`src/rtl/game_tick_scheduler.sv`:
```
// Game-state FSM plus shared scroll prescaler; emits one-cycle scroll/spawn enables.
// All outputs registered (state visible one cycle after sampling); no backpressure, pulses are fire-and-forget.
module game_tick_scheduler #(
    parameter int unsigned BASE_PERIOD    = 2048,
    parameter int unsigned MIN_PERIOD     = 256,
    parameter int unsigned STEP           = 128,
    parameter int unsigned LEVEL_UP_SCORE = 4,
    parameter int unsigned MAX_LEVEL      = 15,
    parameter int unsigned SPAWN_EVERY    = 8
) (
    input  logic       clk,
    input  logic       reset_n,
    input  logic       start,
    input  logic       pause_btn,
    input  logic       collision,
    input  logic       point,
    output logic       scroll_en,
    output logic       spawn_en,
    output logic [1:0] state,
    output logic [7:0] score,
    output logic [3:0] level
);

    localparam logic [1:0] S_IDLE   = 2'd0;
    localparam logic [1:0] S_RUN    = 2'd1;
    localparam logic [1:0] S_PAUSED = 2'd2;
    localparam logic [1:0] S_OVER   = 2'd3;

    localparam int SW = $clog2(SPAWN_EVERY + 1);
    localparam int PW = $clog2(LEVEL_UP_SCORE + 1);

    logic [11:0]   tick_cnt;
    logic [SW-1:0] spawn_cnt;
    logic [PW-1:0] progress;

    logic [31:0] dec;
    logic [31:0] period;
    logic        wrap;
    logic        run_ok;
    logic        advance;
    logic        restart;
    logic        point_ok;

    // Clamp before subtracting so high levels never underflow the period.
    always_comb begin
        dec = 32'(level) * STEP;
        if (dec + MIN_PERIOD >= BASE_PERIOD) begin
            period = MIN_PERIOD;
        end else begin
            period = BASE_PERIOD - dec;
        end
    end

    assign wrap     = ({20'd0, tick_cnt} >= (period - 32'd1));
    assign run_ok   = (state == S_RUN) && !collision && !pause_btn;
    // The resume edge counts as a run cycle, so a pause of N cycles costs exactly N cycles.
    assign advance  = run_ok || ((state == S_PAUSED) && pause_btn);
    assign restart  = start && ((state == S_IDLE) || (state == S_OVER));
    assign point_ok = run_ok && point && (score != 8'hFF);

    always_ff @(posedge clk or negedge reset_n) begin
        if (!reset_n) begin
            state     <= S_IDLE;
            scroll_en <= 1'b0;
            spawn_en  <= 1'b0;
            score     <= 8'd0;
            level     <= 4'd0;
            tick_cnt  <= 12'd0;
            spawn_cnt <= '0;
            progress  <= '0;
        end else begin
            scroll_en <= 1'b0;
            spawn_en  <= 1'b0;
            if (restart) begin
                state     <= S_RUN;
                score     <= 8'd0;
                level     <= 4'd0;
                tick_cnt  <= 12'd0;
                spawn_cnt <= '0;
                progress  <= '0;
            end else begin
                case (state)
                    S_RUN: begin
                        if (collision) begin
                            state <= S_OVER;
                        end else if (pause_btn) begin
                            state <= S_PAUSED;
                        end
                    end
                    S_PAUSED: begin
                        if (pause_btn) begin
                            state <= S_RUN;
                        end
                    end
                    default: ;
                endcase

                if (advance) begin
                    if (wrap) begin
                        tick_cnt  <= 12'd0;
                        scroll_en <= 1'b1;
                        if (spawn_cnt == SW'(SPAWN_EVERY - 1)) begin
                            spawn_cnt <= '0;
                            spawn_en  <= 1'b1;
                        end else begin
                            spawn_cnt <= spawn_cnt + SW'(1);
                        end
                    end else begin
                        tick_cnt <= tick_cnt + 12'd1;
                    end
                end

                if (point_ok) begin
                    score <= score + 8'd1;
                    if (progress == PW'(LEVEL_UP_SCORE - 1)) begin
                        progress <= '0;
                        if (level != 4'(MAX_LEVEL)) begin
                            level <= level + 4'd1;
                        end
                    end else begin
                        progress <= progress + PW'(1);
                    end
                end
            end
        end
    end

endmodule

```
`config.mk`:
```
export PLATFORM = sky130hd
export DESIGN_NAME = game_tick_scheduler
export DESIGN_NICKNAME = d
export VERILOG_FILES = /design/src/rtl/game_tick_scheduler.sv
export SDC_FILE = /design/constraint.sdc
export NUM_CORES = 1
export LEC_CHECK = 0
export CELL_PAD_IN_SITES_DETAIL_PLACEMENT = 1
export CELL_PAD_IN_SITES_GLOBAL_PLACEMENT = 2
export CORE_MARGIN = 2
export CORE_UTILIZATION = 25
export DETAILED_ROUTE_END_ITERATION = 8
export PLACE_DENSITY = 0.58
export SYNTH_ARGS = -nofsm -noshare
export SYNTH_HDL_FRONTEND = slang
export SYNTH_SLANG_ARGS = --single-unit
```
`constraint.sdc`:
```
create_clock -name clk -period 4.3 [get_ports clk]
set_input_delay 0.43 -clock clk [delete_from_list [all_inputs] [get_ports clk]]
set_output_delay 0.43 -clock clk [all_outputs]
set_load 0.03 [all_outputs]
```
# After elaboration in Yosys (flattened, before gate mapping)
# Cells that the tools add are included.
# classes
add_sub_neg	8
magnitude_cmp	2
n_eq_ne	9
mux	29
n_reduce_logical	20
# op_table
op	count
two-way mux 12 bit	3
>= comparator 12 x 32 -> 1 bit	1
two-way mux 32 bit	1
two-way mux 4 bit	8
subtractor 32 x 1 -> 32 bit (second input constant)	1
two-way mux 8 bit	2
subtractor 12 x 11 -> 13 bit (first input constant)	1
adder 11 x 9 -> 12 bit (second input constant)	1
adder 12 x 1 -> 12 bit (second input constant)	1
>= comparator 12 bit (second input constant)	1
nonzero test 2 bit	5
two-way mux 3 bit	3
adder 4 x 1 -> 4 bit (second input constant)	2
adder 8 x 1 -> 8 bit (second input constant)	1
two-way mux 2 bit	4
inequality test 4 bit (second input constant)	2
inequality test 8 bit (second input constant)	1
two-way mux 1 bit	7
logical AND 1 bit	6
AND reduction 3 bit	2
== test 2 bit (second input constant)	2
== test 4 x 3 -> 1 bit (second input constant)	1
case mux 2 bit (2 select lines)	1
adder 3 x 1 -> 3 bit (second input constant)	1
other kinds (8)	10
# totals
register_bits	35
inputBits	6
word_cells	76

# Logic depth before layout (Yosys ltp)
# depth
depth_word	8
mapped_depth	14

# Worst setup path before layout
# No wires, ideal clock.
# synth_path
path_kind	reg2reg
startpoint	reg level[0]
endpoint	reg tick_cnt[10]
setup_ns	0.134
arrival_time_ns	2.776
required_time_ns	4.166
setup_slack_ns	1.390
stages_incl_launch_ff	14
cell_sequence	dfrtp_1 > buf_2 > inv_1 > ha_1 > buf_2 > nor3_1 > a21oi_1 > o21ai_0 > o21ai_0 > ha_1 > nand2_1 > o221a_2 > o21ai_2 > nor2_1
# synth_between
elab_chain_cells	8
word_cells_on_any_way	9
cone_classes	add/sub: 3; order compare: 2; mux: 4
# synth_lines
item	line_no	text
start: declaration	21	output logic [3:0] level
start signal: assignment	118	level <= level + 4'd1;
adder 11 x 9 -> 12 bit	47	if (dec + MIN_PERIOD >= BASE_PERIOD) begin
>= comparator 12 bit	47	
two-way mux 32 bit (*)	47	
subtractor 32 x 1 -> 32 bit (*)	54	assign wrap = ({20'd0, tick_cnt} >= (period - 32'd1));
>= comparator 12 x 32 -> 1 bit (*)	54	
two-way mux 12 bit (*)	99	if (wrap) begin
two-way mux 12 bit (*)	98	if (advance) begin
two-way mux 12 bit (*)	74	if (restart) begin
end signal: assignment	109	tick_cnt <= tick_cnt + 12'd1;
end: declaration	32	logic [11:0] tick_cnt;
# Mark *: on every way between the ends. The rest lies on a longest branch, timed or not. The select of a mux whose other input is x is not followed.
# A chain may end at the register's enable or synchronous reset.

# Worst setup path after layout
# layout_path
startpoint	reg level[0]
endpoint	reg spawn_en
# layout_between
elab_chain_cells	8
word_cells_on_any_way	9
cone_classes	add/sub: 3; order compare: 2; mux: 4
# layout_lines
item	line_no	text
adder 11 x 9 -> 12 bit	47	
>= comparator 12 bit	47	
two-way mux 32 bit (*)	47	
subtractor 32 x 1 -> 32 bit (*)	54	
>= comparator 12 x 32 -> 1 bit (*)	54	
two-way mux 1 bit (*)	99	
two-way mux 1 bit (*)	98	
two-way mux 1 bit (*)	74	
end signal: assignment	65	spawn_en <= 1'b0;
end signal: assignment	73	spawn_en <= 1'b0;
end signal: assignment	104	spawn_en <= 1'b1;
end: declaration	18	output logic spawn_en,
# Mark *: on every way between the ends. The rest lies on a longest branch, timed or not.

==> metrics <==
outcome finished clean; placed cell count 354; pin slew with the least headroom to its limit 0.872 ns; critical-path cell list inv_1 -> ha_1 -> mux2i_1 -> a21oi_1 -> o21ai_0 -> o21ai_0 -> ha_1 -> nand4_1 -> o221ai_1 -> nand2_1 -> nor4_1; Worst Path Arrival around 3.3 ns; Post-synth EDFFs 0; overall power approximately 1000 uW; Leak around 1.1 nW; Max-Cap Viols 0; chip width between 90 and 100 um; Worst EP required 4.49 ns; DRC violations left 0; Tcrit/Tclk final 0.724; clk sinks 35; number of clock buffers inserted by TritonCTS 5; dpl ws 1.14 ns; P_int ~640 uW; max_slew headroom 0.418; Vias/cell around 4.8; final count of hold timing violations 0; # setup viols final 0; num rows 33; Buf+Inv Stages, Crit Path 1; CP endpoint kind flip-flop; Detailed Route WL ~5.2 mm; most common cell after layout, fill and taps aside dfrtp_1; peak supply drop 270 uV; core area slightly above 8000 um2; post-synthesis sequential area ratio 0.414; htree depth 2; commonest non-fill, non-tap cells in the layout dfrtp_1, nor2_1, nand2_1; vias in the first global route roughly 1,700; Final Non-Filler Cells between 300 and 400; Worst-Skew Late Latency ~0.29 ns; Hold Path Class in -> async; DRT iter0 DRCs between 40 and 50; Max clock buf depth 2; power per cell area 396 nW/um2; Routed WL per cell approximately 14 um; Net Sw Frac 0.363; Crit Path Class reg -> reg; combinational fraction of design power 0.311; Die H 96.0 um; Fin Setup TNS 0 ns; Clock Tree Root clkbuf_8; Yosys cell types 38; net count after synthesis 259; Post-CTS Setup Bufs 0; Worst Setup Start Kind flip-flop; Final Critical Period about 3.1 ns; io pins 22; dpl hpwl ~3.7 mm; total gr overflow 0; ANT cells 0; # port buffers 21; post-CTS resize count 0; post-route ant nets 0; CP max stage cell dfrtp_1; Syn Std Cell Area 2120 um2; layout cells sized above 1 0.0623; pin count of the biggest net entering global routing 36; TritonRoute pass-1 iters 4; vias between 1,500 and 2,000; highest clock rate 321 MHz; synth warn 0; Reg clk slew, reported paths 0.08 ns; Max Slew Vio Count 0; syn_area_per_cell 8.89 um2; clock skew 0.00642 ns; initial antenna violation count 0; sequential power share 0.382; total global-route track usage 0.124; clock share of power 0.308; CP Max Fanout 11; Die Footprint roughly 9000 um2; unrepaired setup endpoints after global routing false; Initial Util 0.257; Final GP Congestion 0.691; final setup margin 1.19 ns; # nets final between 200 and 300; cell count after synthesis around 240; CP peak stage delay between 0.5 and 0.6 ns; register bit total from synthesis 35; cell family with most CP delay adder cells; CTS tree built; CTS Hold Bufs 0; global-route wire length before repair between 8 and 9 mm; Area growth syn-to-layout 19.2%; asr flop ratio synth 1.00; switching pwr between 300 and 400 uW; ys flop type dfrtp_1
[cell usage after synthesis, types with 2 or more instances]
cell,n,share of area
dfrtp_1,35,0.41
nor2_1,33,0.059
nand2_1,26,0.046
ha_1,15,0.089
a21oi_1,14,0.033
nand3_1,14,0.033
xnor2_1,11,0.046
xor2_1,10,0.041
o21ai_0,9,0.021
nand4_1,7,0.021
nor3_1,7,0.017
inv_1,6,0.011
a31oi_1,5,0.015
and3_1,5,0.015
buf_2,5,0.012
and2_1,4,0.012
clkbuf_1,4,0.0071
mux2i_1,3,0.014
nand2b_1,3,0.0089
or3_1,3,0.0089
a41o_1,2,0.0095
[registers in the layout (all words and copies together) (netlist names)]
register	count
score	8
progress	3
tick_cnt	12
scroll_en	1
spawn_en	1
spawn_cnt	4
state	2
level	4
[metrics by stage]
| step | hold slack, ns | area [um2] | util |
|---|---|---|---|
| finish | 0.247 | 2520 | 0.307 |
| global route | 0.303 | 2520 | 0.307 |
| CTS | 0.284 | 2520 | 0.307 |
| detailed placement | 0.485 | 2410 | 0.293 |
| global placement | 0.482 | 2410 | 0.293 |
| floorplan | 0.134 | 2120 | - |
[routing by layer]
| layer | share of wire | routed length, um | GRT usage | vias up |
|---|---|---|---|---|
| met5 | 0 | 0 | 0 | - |
| met4 | 0.013 | 69 | 0.0393 | 0 |
| met3 | 0.023 | 119 | 0.0243 | 6 |
| met2 | 0.46 | 2390 | 0.193 | 17 |
| met1 | 0.51 | 2660 | 0.173 | 854 |
| li1 | - | - | - | 867 |
[logic make-up after synthesis]
kind of cell / synth area share
compound gates: 0.111
xor+xnor: 0.0869
fa+ha+maj: 0.0887
buf+inv: 0.0313
flops: 0.414
mux: 0.0195
simple gates: 0.248
[power groups by stage]
stage,clock (mW),combinational (mW),sequential [mW]
6_report,0.307,0.310,0.381
5_1_grt,0.328,0.351,0.387
4_1_cts,0.320,0.322,0.382
3_5_place_dp,0,0.320,0.389
3_3_place_gp,0,0.321,0.388
2_1_floorplan,0,0.194,0.410
[layout make-up]
class	count	area, um2
multi-input combinational	187	1170
sequential	35	876
clock inverter	3	43.8
fill	950	5700
clock buffer	5	68.8
inverter	6	22.5
timing repair buffer	21	205
tap	105	131
[worst paths after layout]
check,start,end,slack [ns],cells past startpoint
worst max register to register,level[0],spawn_en,1.19,11
max in group asynchronous,reset_n,spawn_cnt[1],3.50,1
worst max-delay path,level[0],spawn_en,1.19,11
worst min-delay path,reset_n,tick_cnt[6],0.25,1
worst min register to register,spawn_cnt[3],spawn_en,0.49,1
min in group clk,spawn_cnt[3],spawn_en,0.49,1
Power figures use the tool's default switching activity.
